`src/rtl/mux_somador_pkg.sv`:
```
// Shared types and helpers for the selectable-operand adder pipeline.
package mux_somador_pkg;

  // Operation encoding carried alongside each transaction.
  typedef enum logic [1:0] {
    SOMA  = 2'b00,
    SUB   = 2'b01,
    ACUM  = 2'b10,
    LIMPA = 2'b11
  } modo_e;

  localparam int MODO_W    = 2;
  // Widest result the saturating helper handles; callers zero-extend into it.
  localparam int SAT_MAX_W = 32;

  // Saturating unsigned add on the low w bits.
  // Bit SAT_MAX_W of the return value is the saturation flag, the low bits
  // hold the (possibly clamped) sum. Bits at and above w are always zero.
  function automatic logic [SAT_MAX_W:0] sat_add(
    input logic [SAT_MAX_W-1:0] a,
    input logic [SAT_MAX_W-1:0] b,
    input int                   w
  );
    logic [SAT_MAX_W:0] full;
    logic [SAT_MAX_W:0] one;
    logic [SAT_MAX_W:0] lim;
    full = {1'b0, a} + {1'b0, b};
    one  = {{SAT_MAX_W{1'b0}}, 1'b1};
    lim  = (one << w) - one;
    if (full > lim) begin
      sat_add = {1'b1, lim[SAT_MAX_W-1:0]};
    end else begin
      sat_add = {1'b0, full[SAT_MAX_W-1:0]};
    end
  endfunction

endpackage

```
`src/rtl/mux_somador_pipe_mux_n.sv`:
```
// Parametrised N:1 combinational mux; out-of-range selects yield zero.
module mux_n #(
  parameter int  LARGURA    = 4,
  parameter int  N_ENTRADAS = 4,
  localparam int SEL_W      = $clog2(N_ENTRADAS)
) (
  input  logic [N_ENTRADAS*LARGURA-1:0] entradas,
  input  logic [SEL_W-1:0]              sel,
  output logic [LARGURA-1:0]            saida
);

  // Pick the matching slice; no match (select beyond the last entry) leaves zero.
  always_comb begin
    saida = '0;
    for (int i = 0; i < N_ENTRADAS; i++) begin
      if (sel == SEL_W'(i)) begin
        saida = entradas[i*LARGURA +: LARGURA];
      end
    end
  end

endmodule

```
`src/rtl/mux_somador_pipe.sv`:
```
// Operand select + add/sub/saturating-accumulate/clear, two-stage
// valid/ready pipeline between the register-file read path and result bus.
module mux_somador_pipe
  import mux_somador_pkg::*;
#(
  parameter int  LARGURA    = 4,
  parameter int  N_ENTRADAS = 4,
  localparam int SEL_W      = $clog2(N_ENTRADAS)
) (
  input  logic                          clk,
  input  logic                          reset,
  input  logic                          entrada_valida,
  output logic                          entrada_pronta,
  input  logic [LARGURA-1:0]            entradaA,
  input  logic [N_ENTRADAS*LARGURA-1:0] entradas,
  input  logic [SEL_W-1:0]              sel_mux,
  input  logic [MODO_W-1:0]             modo,
  output logic                          saida_valida,
  input  logic                          saida_pronta,
  output logic [LARGURA:0]              resultado_final,
  output logic                          estouro
);

  localparam int RES_W = LARGURA + 1;

  logic [LARGURA-1:0] op_sel;

  logic               vld_p1_q, vld_p1_d;
  logic [LARGURA-1:0] a_p1_q, a_p1_d;
  logic [LARGURA-1:0] op_p1_q, op_p1_d;
  modo_e              modo_p1_q, modo_p1_d;

  logic               vld_p2_q, vld_p2_d;
  logic [RES_W-1:0]   res_p2_q, res_p2_d;
  logic               est_p2_q, est_p2_d;
  logic [RES_W-1:0]   acc_q, acc_d;

  logic               pronta_p1, pronta_p2;
  logic               xfer_in, xfer_12;
  logic [RES_W-1:0]   a_ext, op_ext;
  logic [SAT_MAX_W:0] sat_res;

  mux_n #(
    .LARGURA    (LARGURA),
    .N_ENTRADAS (N_ENTRADAS)
  ) u_mux (
    .entradas (entradas),
    .sel      (sel_mux),
    .saida    (op_sel)
  );

  // Handshake: a stage accepts when empty or when its successor drains.
  always_comb begin
    pronta_p2      = !vld_p2_q | saida_pronta;
    pronta_p1      = !vld_p1_q | pronta_p2;
    entrada_pronta = pronta_p1 & !reset;
    xfer_in        = entrada_valida & entrada_pronta;
    xfer_12        = vld_p1_q & pronta_p2;
  end

  // ---- stage 1: capture A, selected operand and mode ----
  always_comb begin
    vld_p1_d  = vld_p1_q;
    a_p1_d    = a_p1_q;
    op_p1_d   = op_p1_q;
    modo_p1_d = modo_p1_q;
    if (pronta_p1) begin
      vld_p1_d = entrada_valida;
    end
    if (xfer_in) begin
      a_p1_d    = entradaA;
      op_p1_d   = op_sel;
      modo_p1_d = modo_e'(modo);
    end
  end

  // ---- stage 2: arithmetic on the S1->S2 transfer, output registers ----
  always_comb begin
    a_ext    = {1'b0, a_p1_q};
    op_ext   = {1'b0, op_p1_q};
    sat_res  = sat_add(SAT_MAX_W'(acc_q), SAT_MAX_W'(op_p1_q), RES_W);
    vld_p2_d = vld_p2_q;
    res_p2_d = res_p2_q;
    est_p2_d = est_p2_q;
    acc_d    = acc_q;
    if (pronta_p2) begin
      vld_p2_d = vld_p1_q;
    end
    if (xfer_12) begin
      unique case (modo_p1_q)
        SOMA: begin
          res_p2_d = a_ext + op_ext;
          est_p2_d = 1'b0;
        end
        SUB: begin
          res_p2_d = a_ext - op_ext;
          est_p2_d = (a_p1_q < op_p1_q);
        end
        ACUM: begin
          res_p2_d = sat_res[RES_W-1:0];
          // Bits above RES_W are zero by construction; folding them in keeps
          // the flag honest should the helper ever be widened.
          est_p2_d = sat_res[SAT_MAX_W] | (|sat_res[SAT_MAX_W-1:RES_W]);
          acc_d    = sat_res[RES_W-1:0];
        end
        default: begin
          res_p2_d = '0;
          est_p2_d = 1'b0;
          acc_d    = '0;
        end
      endcase
    end
  end

  // Control, accumulator and visible outputs: cleared by reset.
  always_ff @(posedge clk) begin
    if (reset) begin
      vld_p1_q <= 1'b0;
      vld_p2_q <= 1'b0;
      res_p2_q <= '0;
      est_p2_q <= 1'b0;
      acc_q    <= '0;
    end else begin
      vld_p1_q <= vld_p1_d;
      vld_p2_q <= vld_p2_d;
      res_p2_q <= res_p2_d;
      est_p2_q <= est_p2_d;
      acc_q    <= acc_d;
    end
  end

  // Stage-1 data path: only meaningful while vld_p1_q is set, so no reset.
  always_ff @(posedge clk) begin
    a_p1_q    <= a_p1_d;
    op_p1_q   <= op_p1_d;
    modo_p1_q <= modo_p1_d;
  end

  assign saida_valida    = vld_p2_q;
  assign resultado_final = res_p2_q;
  assign estouro         = est_p2_q;

endmodule

```
`config.mk`:
```
export PLATFORM = sky130hd
export DESIGN_NAME = mux_somador_pipe
export DESIGN_NICKNAME = d
export VERILOG_FILES = /design/src/rtl/mux_somador_pkg.sv /design/src/rtl/mux_somador_pipe_mux_n.sv /design/src/rtl/mux_somador_pipe.sv
export SDC_FILE = /design/constraint.sdc
export NUM_CORES = 1
export LEC_CHECK = 0
export BUFFER_PORTS_ARGS = -buffer_cell sky130_fd_sc_hd__buf_2
export CAP_MARGIN = 0
export CORE_ASPECT_RATIO = 1.75
export CORE_MARGIN = 3
export CORE_UTILIZATION = 25
export CTS_CLUSTER_DIAMETER = 150
export DETAILED_ROUTE_END_ITERATION = 16
export PLACE_DENSITY = 0.46
export SLEW_MARGIN = 25
export SYNTH_ARGS = -nofsm -noshare
export SYNTH_HDL_FRONTEND = slang
export SYNTH_SLANG_ARGS = --single-unit
```
`constraint.sdc`:
```
create_clock -name clk -period 4.4 [get_ports clk]
set_input_delay 0.44 -clock clk [delete_from_list [all_inputs] [get_ports clk]]
set_output_delay 0.44 -clock clk [all_outputs]
set_load 0.05 [all_outputs]
```
==> flow_summary.yaml, run 1 <==
synthesis:
  syn_area_um2: 1449
  syn-num-nets: 186
  synth-seq-cells: 23
  yosys.area.top_type: "edfxtp_1"
  synth.distinct_cells: 40
  ys_top_cells_by_area: "edfxtp_1, dfxtp_1, ha_1"
  synth_edf_count: 10
  post-synth-top-count-cell: "ha_1"
  ys.flop_type: "dfxtp_1"
  yosysTopAreaCellShare_pct: 20.73
  ys.warnings.count: 0
  synthCells: 139
  synthArstFlopShare_pct: 0
  synth_common_cells: "ha_1, dfxtp_1, a21oi_1"
  ys_seq_area_share_pct: 38.69
  synth_area_per_cell_um2: 10.42
setup_path:
  timing.critical_path.to_type: "flop"
  critical_path.most_common_cell: "a211oi_1"
  cp.required_ps: 4570
  crit_type: "reg -> reg"
  critical-path-max-stage-delay_ps: 430
  crit_arrival_ps: 2190
  crit_path_start_kind: "flop"
  crit_chain: "ha_1 > fa_1 > a21oi_1 > nor3b_1 > a211oi_1 > a211oi_1 > o21ai_1"
  r2r-end: "resultado_final[4]$_SDFFE_PP0P_"
  cp-startpoint: "op_p1_q[0]$_DFFE_PP_"
  cpMaxStageDelayCell: "edfxtp_1"
  reg2reg_slack_ps: 2380
  r2r-start: "op_p1_q[0]$_DFFE_PP_"
  ff2ff_path_depth: 7
  cpLargestDelayFamily: "adder cells"
  cp_max_fo: 3
  worst-path-buf-inv: 0
layout:
  drive_gt1_share_pct: 25.71
  diodes: 0
  multi_input_area_um2: 840.8
  area_growth_pct: 20.90
  fin_nets: 223
  utilization_pct: 31.36
  fillers: 637
  seqCellArea_um2: 560.5
floorplanning:
  ios: 36
  core_area_um2: 5585
  row_count: 36
  chipWidth_um: 63.55
  initial_core_util_pct: 25.94
  die-area_um2: 6781
  die_h_um: 106.7
hold_path:
  hold_depth: 1
  worstHoldStart: "modo[1]"
  hold_end: "modo_p1_q[1]$_DFFE_PP_"
  hp-class: "in -> reg"
drt:
  drc: 0
  routedWlPerCell_um: 13.68
  drt-initial-drc-count: 29
  drt_pre_antenna_iters: 4
  vias: 1171
  avgViaCountPerCell: 4.665
  wl_mm: 3.434
  antenna_left: 0
global_route:
  gr-usage-met3_pct: 1.572
  antenna_found_initial: 0
  grt_pass1_wl_mm: 5.671
  grt_overflow_total: 0
  grt_use_met1_pct: 10.16
  grt_start_max_net_pins: 16
  use_met2_pct: 21.24
  grt.total_usage_pct: 10.87
  grt_pass1_vias: 1244
  grt.busiest_layer: "met2"
timing:
  final_hold_viol_count: 0
  final-setup-viol-count: 0
  period_minus_slack_ps: 2025
  worst_slew_pin_slew_ps: 472.3
  finalCritPeriodShare_pct: 46.02
  relSlewSlack_pct: 68.51
  maxSlewViolCount: 0
  timing.setup.tns_ps: 0
  clock.fmax_mhz: 493.9
  finClkSkew_ps: 3.827
  rsz0062_at_grt: "no"
cts:
  cts_hold_buf: 0
  clkSinkCount: 23
  clk_latency_ps: 270
  cts.htree.levels: 1
  cts_buffers: 3
  ctsLongestPathBuffers: 2
  cts_resized: 0
  cts_root_buffer: "clkbuf_8"
  clk_pin_slew_ps: 90
  cts_tree: "built"
  postCtsSetupBuffers: 0
placement:
  place_congestion: 0.8318
  post-dp-hpwl_mm: 2.942
  io_buffers: 35
power_and_ir_drop:
  vdd.ir_drop.worst_v: 0.0001277
  p_leak_uw: 0.0007668
  power_density_nw_per_um2: 265.4
run:
  cap_violations: 0
status:
  outcome: "finished clean"
-- metal layers --
layer / share of wire, % / vias up / wire length [µm]
li1: - / 592 / -
met1: 35 / 535 / 1200
met2: 56 / 35 / 1939
met3: 4.3 / 9 / 149
met4: 4.2 / 0 / 145
met5: 0 / - / 0
-- flip-flops by register name (all words and copies together), names as in the netlist --
signal and count:
vld_p1_q 1, saida_valida 1, estouro 1, resultado_final 5, op_p1_q 4, acc_q 5, modo_p1_q 2, a_p1_q 4
-- layout by cell type, fill, tap and decap left out, drive strengths merged, types with 4 or more instances in the layout --
cell type and count:
buf 35, ha 16, dfxtp 13, a21oi 12
nand2 11, nor2 10, edfxtp 10, inv 9
mux4 4, and3 4
-- power by group --
part / leakage [µW] / internal (µW) / switching [µW] / total, µW
clock: 0.0000255 / 63.4 / 73.5 / 137
sequential: 0.000199 / 232 / 6.64 / 239
combinational: 0.000542 / 38.6 / 50.9 / 89.5
-- area by class of cell --
type,instances,area share [%]
sequential,23,32.00
clock inverter,1,0.2857
inverter,9,1.929
timing repair buffer,35,10.00
tap,76,5.429
multi-input combinational,104,48.00
clock buffer,3,2.357
-- kinds of logic after synthesis --
| kind of cell | count (synthesis) | synth area share (%) |
|---|---|---|
| AO/OA/AOI/OAI | 38 | 17.88 |
| XOR/XNOR | 5 | 3.023 |
| adder cells (fa/ha/maj) | 19 | 17.96 |
| buffers and inverters | 12 | 3.281 |
| flip-flops | 23 | 38.69 |
| multiplexers | 4 | 6.218 |
| AND/OR/NAND/NOR | 38 | 12.95 |
-- worst reg2reg max path, stage by stage, from the launching register on --
cell	delay (ps)
edfxtp_1	430
ha_1	250
fa_1	410
a21oi_1	230
nor3b_1	230
a211oi_1	90
a211oi_1	200
o21ai_1	80
-- stage by stage --
| step | cells | total power, µW | cell area [µm²] | worst slack (ps) | hold WS, ps |
|---|---|---|---|---|---|
| floorplan | 139 | 302.4 | 1449 | 2102 | 440.0 |
| global placement | 247 | 335.2 | 1705 | 2375 | 436.2 |
| detailed placement | 247 | 334.7 | 1705 | 2401 | 439.7 |
| CTS | 251 | 474.0 | 1752 | 2384 | 327.9 |
| global route | 251 | 492.4 | 1752 | 2261 | 328.7 |
| finish | 251 | 464.9 | 1752 | 2375 | 337.2 |
-- worst max path at each step --
stage / end / slack [ps] / depth (start not counted)
floorplan: a_p1_q[0]$_DFFE_PP_ / 2100 / 3
global placement: acc_q[2]$_SDFFE_PP0P_ / 2380 / 6
detailed placement: resultado_final[4]$_SDFFE_PP0P_ / 2400 / 7
CTS: acc_q[2]$_SDFFE_PP0P_ / 2380 / 6
global route: resultado_final[4]$_SDFFE_PP0P_ / 2260 / 7
finish: resultado_final[4]$_SDFFE_PP0P_ / 2380 / 7
Power figures use the tool's default switching activity.
==> run 2: changes to the inputs <==
==> constraint.sdc (replaced) <==
create_clock -name clk -period 2.02 [get_ports clk]
set_input_delay 0.202 -clock clk [delete_from_list [all_inputs] [get_ports clk]]
set_output_delay 0.202 -clock clk [all_outputs]
set_load 0.05 [all_outputs]
==> flow_summary.yaml, run 2 (synthesis results as in run 1) <==
timing:
  worst_slew_pin_slew_ps: 424.9
  holdWs_ps: 105.6
  final_hold_viol_count: 0
  maxSlewViolCount: 0
  rsz0062_at_grt: "no"
  finalCritPeriodShare_pct: 97.70
  clock.fmax_mhz: 506.7
  relSlewSlack_pct: 71.67
  finClkSkew_ps: 5.217
  period_minus_slack_ps: 1974
  final-setup-viol-count: 0
setup_path:
  ff2ff_path_depth: 5
  cp.required_ps: 2190
  crit_chain: "ha_2 > and3_1 > a221o_1 > a32o_1 > a32o_1"
  critical-path-max-stage-delay_ps: 440
  crit_type: "reg -> reg"
  cp-startpoint: "op_p1_q[3]$_DFFE_PP_"
  r2r-end: "estouro$_SDFFE_PP0P_"
  cpMaxStageDelayCell: "edfxtp_1"
  crit_path_start_kind: "flop"
  timing.critical_path.to_type: "flop"
  crit_arrival_ps: 2140
  cp_max_fo: 6
  critical_path.most_common_cell: "a32o_1"
  r2r-start: "op_p1_q[3]$_DFFE_PP_"
  reg2reg_slack_ps: 50
global_route:
  grt.total_usage_pct: 11.14
  grt_pass1_wl_mm: 5.885
  grt_start_max_net_pins: 16
  grt_pass1_vias: 1302
  grt_overflow_total: 0
  antenna_found_initial: 0
placement:
  post-dp-hpwl_mm: 2.898
  io_buffers: 35
  place_congestion: 0.7718
hold_path:
  hold_depth: 1
  hold_end: "modo_p1_q[1]$_DFFE_PP_"
  hp-class: "in -> reg"
  worstHoldStart: "modo[1]"
layout:
  utilization_pct: 32.80
  final_cell_mix: "buf_2, ha_1, dfxtp_1"
  multi_input_area_um2: 880.8
  seqCellArea_um2: 560.5
  fillers: 619
  fin_nets: 228
  drive_gt1_share_pct: 33.33
  diodes: 0
  area_growth_pct: 26.43
  mostFrequentLayoutCell: "buf_2"
drt:
  routedWlPerCell_um: 13.66
  drt_pre_antenna_iters: 4
  drc: 0
  avgViaCountPerCell: 4.797
  vias: 1228
  antenna_left: 0
  dr_wl_met2_mm: 2.014
  met1_length_mm: 1.257
  routed.top_layer: "met4"
  wl_mm: 3.498
  drt-initial-drc-count: 31
  dr_wl_met3_um: 141
floorplanning:
  core_area_um2: 5585
  die_h_um: 106.7
  row_count: 36
  ios: 36
  die-area_um2: 6781
  initial_core_util_pct: 25.94
  chipWidth_um: 63.55
cts:
  clk_latency_ps: 270
  ctsLongestPathBuffers: 2
  cts_hold_buf: 0
  cts_buffers: 3
  clk_pin_slew_ps: 90
  clkSinkCount: 23
  cts_root_buffer: "clkbuf_8"
  cts.htree.levels: 1
  cts_tree: "built"
power_and_ir_drop:
  power_density_nw_per_um2: 566.6
  p_leak_uw: 0.0007963
  vdd.ir_drop.worst_v: 0.0002865
status:
  outcome: "finished clean"
run:
  cap_violations: 0
==> run 2: power breakdown <==
group	total, µW	internal (µW)	leakage (µW)	switching (µW)
Combinational	208	93.8	0.000571	114
Sequential	519	505	0.000199	14.3
Clock	310	155	0.0000262	156
Total	1040	753	0.000796	284
==> run 2: metrics by stage <==
| step | setup slack [ps] | setup TNS, ps | std cells | power (µW) | cell area, µm² |
|---|---|---|---|---|---|
| 2_1_floorplan | 57.37 | 0 | 139 | 659.2 | 1453 |
| 4_1_cts | 2.975 | 0 | 253 | 1043 | 1773 |
| 6_report | 46.39 | 0 | 256 | 1038 | 1832 |
| 5_1_grt | 5.007 | 0 | 256 | 1092 | 1832 |
| 3_5_place_dp | 19.69 | 0 | 249 | 730.8 | 1724 |
| 3_3_place_gp | -46.94 | -46.94 | 249 | 732.9 | 1724 |
==> run 2: worst max-delay path by stage <==
| stage | endpoint | slack [ps] | cells past startpoint |
|---|---|---|---|
| final | estouro$_SDFFE_PP0P_ | 50 | 5 |
| after global routing | acc_q[0]$_SDFFE_PP0P_ | 5 | 6 |
| after CTS | acc_q[2]$_SDFFE_PP0P_ | 3 | 6 |
| after detailed placement | resultado_final[3]$_SDFFE_PP0P_ | 20 | 6 |
| after global placement | resultado_final[3]$_SDFFE_PP0P_ | -50 | 6 |
| after floorplan | a_p1_q[0]$_DFFE_PP_ | 60 | 3 |
==> run 2: cell type report <==
class	instances	share of cell area [%]
well taps	76	5.191
multi-input cells	104	48.09
inverters	9	1.844
flip-flops and latches	23	30.60
clock buffers	4	2.664
repair buffers	40	11.61
==> run 2: critical path: cells and delay by family, from the launching register on <==
kind,cells,cell delay (ps)
AND/OR/NAND/NOR,1,190
flip-flops,1,440
adder cells (fa/ha/maj),1,350
AO/OA/AOI/OAI,3,890
==> run 2: layer usage <==
| metal | vias to the layer above | global-route usage, % |
|---|---|---|
| met5 | - | 0 |
| met4 | 0 | 4.946 |
| met3 | 7 | 1.363 |
| met2 | 31 | 22.51 |
| met1 | 593 | 10.80 |
| li1 | 597 | - |
==> run 2: what timing repair did <==
| item | 4_1_cts | 5_1_grt |
|---|---|---|
| gates resized for setup | 0 | 10 |
| hold endpoints to repair | 0 | 0 |
| setup endpoints to repair | 0 | 8 |
| setup buffers | 0 | 3 |
==> run 3: changes to the inputs <==
--- a/config.mk
+++ b/config.mk
@@ -7,12 +7,14 @@
 export LEC_CHECK = 0
 export BUFFER_PORTS_ARGS = -buffer_cell sky130_fd_sc_hd__buf_2
 export CAP_MARGIN = 0
+export CELL_PAD_IN_SITES_DETAIL_PLACEMENT = 1
+export CELL_PAD_IN_SITES_GLOBAL_PLACEMENT = 1
 export CORE_ASPECT_RATIO = 1.75
 export CORE_MARGIN = 3
 export CORE_UTILIZATION = 25
 export CTS_CLUSTER_DIAMETER = 150
 export DETAILED_ROUTE_END_ITERATION = 16
-export PLACE_DENSITY = 0.46
+export PLACE_DENSITY = 0.55
 export SLEW_MARGIN = 25
 export SYNTH_ARGS = -nofsm -noshare
 export SYNTH_HDL_FRONTEND = slang
==> flow_summary.yaml, run 3 (synthesis results as in run 1) <==
timing:
  finClkSkew_ps: 8.691
  clock.fmax_mhz: 513.5
  worst_slew_pin_slew_ps: 418.3
  timing.final.ws_setup_ps: 72.70
  rsz0062_at_grt: "no"
  relSlewSlack_pct: 72.12
  period_minus_slack_ps: 1947
  final_hold_viol_count: 0
  final-setup-viol-count: 0
  finalCritPeriodShare_pct: 96.40
  timing.setup.tns_ps: 0
  maxSlewViolCount: 0
drt:
  avgViaCountPerCell: 4.797
  wl_mm: 3.945
  drt-initial-drc-count: 20
  drc: 0
  drt_pre_antenna_iters: 4
  antenna_left: 0
  routedWlPerCell_um: 15.41
  vias: 1228
run:
  cap_violations: 0
power_and_ir_drop:
  netSwitchingFraction_pct: 27.26
  p_leak_uw: 0.0007951
  power_density_nw_per_um2: 563.6
  vdd.ir_drop.worst_v: 0.0003302
  power_frac_comb_pct: 20.8
  p_seq_share_pct: 50.3
  p_int_uw: 752.6
  p_sw_uw: 282.0
  total_power_uw: 1035
  clkPwrFrac_pct: 29.0
floorplanning:
  chipWidth_um: 63.55
  core_area_um2: 5585
  ios: 36
  die_h_um: 106.7
  row_count: 36
  initial_core_util_pct: 25.94
  die-area_um2: 6781
status:
  outcome: "finished clean"
global_route:
  grt_start_max_net_pins: 16
  grt.total_usage_pct: 12.75
  antenna_found_initial: 0
  grt_pass1_vias: 1361
  grt_overflow_total: 0
  grt_pass1_wl_mm: 6.548
setup_path:
  r2r-start: "op_p1_q[3]$_DFFE_PP_"
  crit_type: "reg -> reg"
  cp-startpoint: "op_p1_q[3]$_DFFE_PP_"
  cp_max_fo: 6
  cp.required_ps: 2180
  crit_path_start_kind: "flop"
  crit_arrival_ps: 2110
  timing.critical_path.to_type: "flop"
layout:
  mostFrequentLayoutCell: "buf_2"
  fin_nets: 228
  area_growth_pct: 26.68
  multi_input_area_um2: 884.6
  seqCellArea_um2: 560.5
  drive_gt1_share_pct: 33.89
  final_cell_mix: "buf_2, ha_1, dfxtp_1"
  diodes: 0
  fin_cells: 256
  fillers: 686
placement:
  pre_cts_ws_ps: 16.28
  post-dp-hpwl_mm: 3.379
  io_buffers: 35
  place_congestion: 0.8273
  placed_cells: 250
cts:
  clk_latency_ps: 270
  cts_tree: "built"
  cts_root_buffer: "clkbuf_8"
  clk_pin_slew_ps: 80
  ctsLongestPathBuffers: 2
  clkSinkCount: 23
  cts_hold_buf: 0
  cts_buffers: 3
  cts.htree.levels: 1
hold_path:
  hp-class: "in -> reg"
  worstHoldStart: "modo[0]"
run 3: critical path, stage by stage (launching register included):
cell,delay [ps]
edfxtp_1,440
ha_2,350
and3_1,190
a221o_1,380
a32o_1,240
a32o_1,250
run 3: cell type report:
class                           count  share of cell area, %
Multi-Input combinational cell    104                  48.19
Sequential cell                    23                  30.54
Timing Repair Buffer               40                  11.59
Tap cell                           76                  5.181
Clock buffer                        4                  2.658
Inverter                            9                  1.840
run 3: path summary, 6_finish.rpt:
check	to	slack [ps]	depth (start not counted)
min	modo_p1_q[0]$_DFFE_PP_	110	1
max	estouro$_SDFFE_PP0P_	70	5
max reg2reg	estouro$_SDFFE_PP0P_	70	5
min reg2reg	resultado_final[1]$_SDFFE_PP0P_	450	1
run 3: routing by layer:
| layer | track usage, % | part of all wire, % |
|---|---|---|
| met5 | 0 | 0 |
| met4 | 5.873 | 2.8 |
| met3 | 2.096 | 3.6 |
| met2 | 26.10 | 60 |
| met1 | 11.62 | 34 |
run 3: repair_timing:
item / in CTS / in global routing
resized for setup: 0 / 10
buffers inserted: 0 / 2
setup endpoints to repair: 0 / 8
run 3: through the flow:
| stage | area (µm²) | hold WS [ps] | util [%] |
|---|---|---|---|
| after floorplan | 1453 | 300.9 | - |
| after global placement | 1732 | 380.2 | 31.00 |
| after detailed placement | 1732 | 381.4 | 31.00 |
| after CTS | 1780 | 106.3 | 31.88 |
| after global routing | 1836 | 100.5 | 32.86 |
| final | 1836 | 113.5 | 32.86 |
run 3: power by group through the flow:
| stage | clock (µW) | combinational, µW | sequential [µW] |
|---|---|---|---|
| 2_1_floorplan | 0 | 113 | 546 |
| 3_3_place_gp | 0 | 201 | 531 |
| 3_5_place_dp | 0 | 206 | 532 |
| 4_1_cts | 313 | 207 | 521 |
| 5_1_grt | 329 | 237 | 523 |
| 6_report | 300 | 215 | 520 |
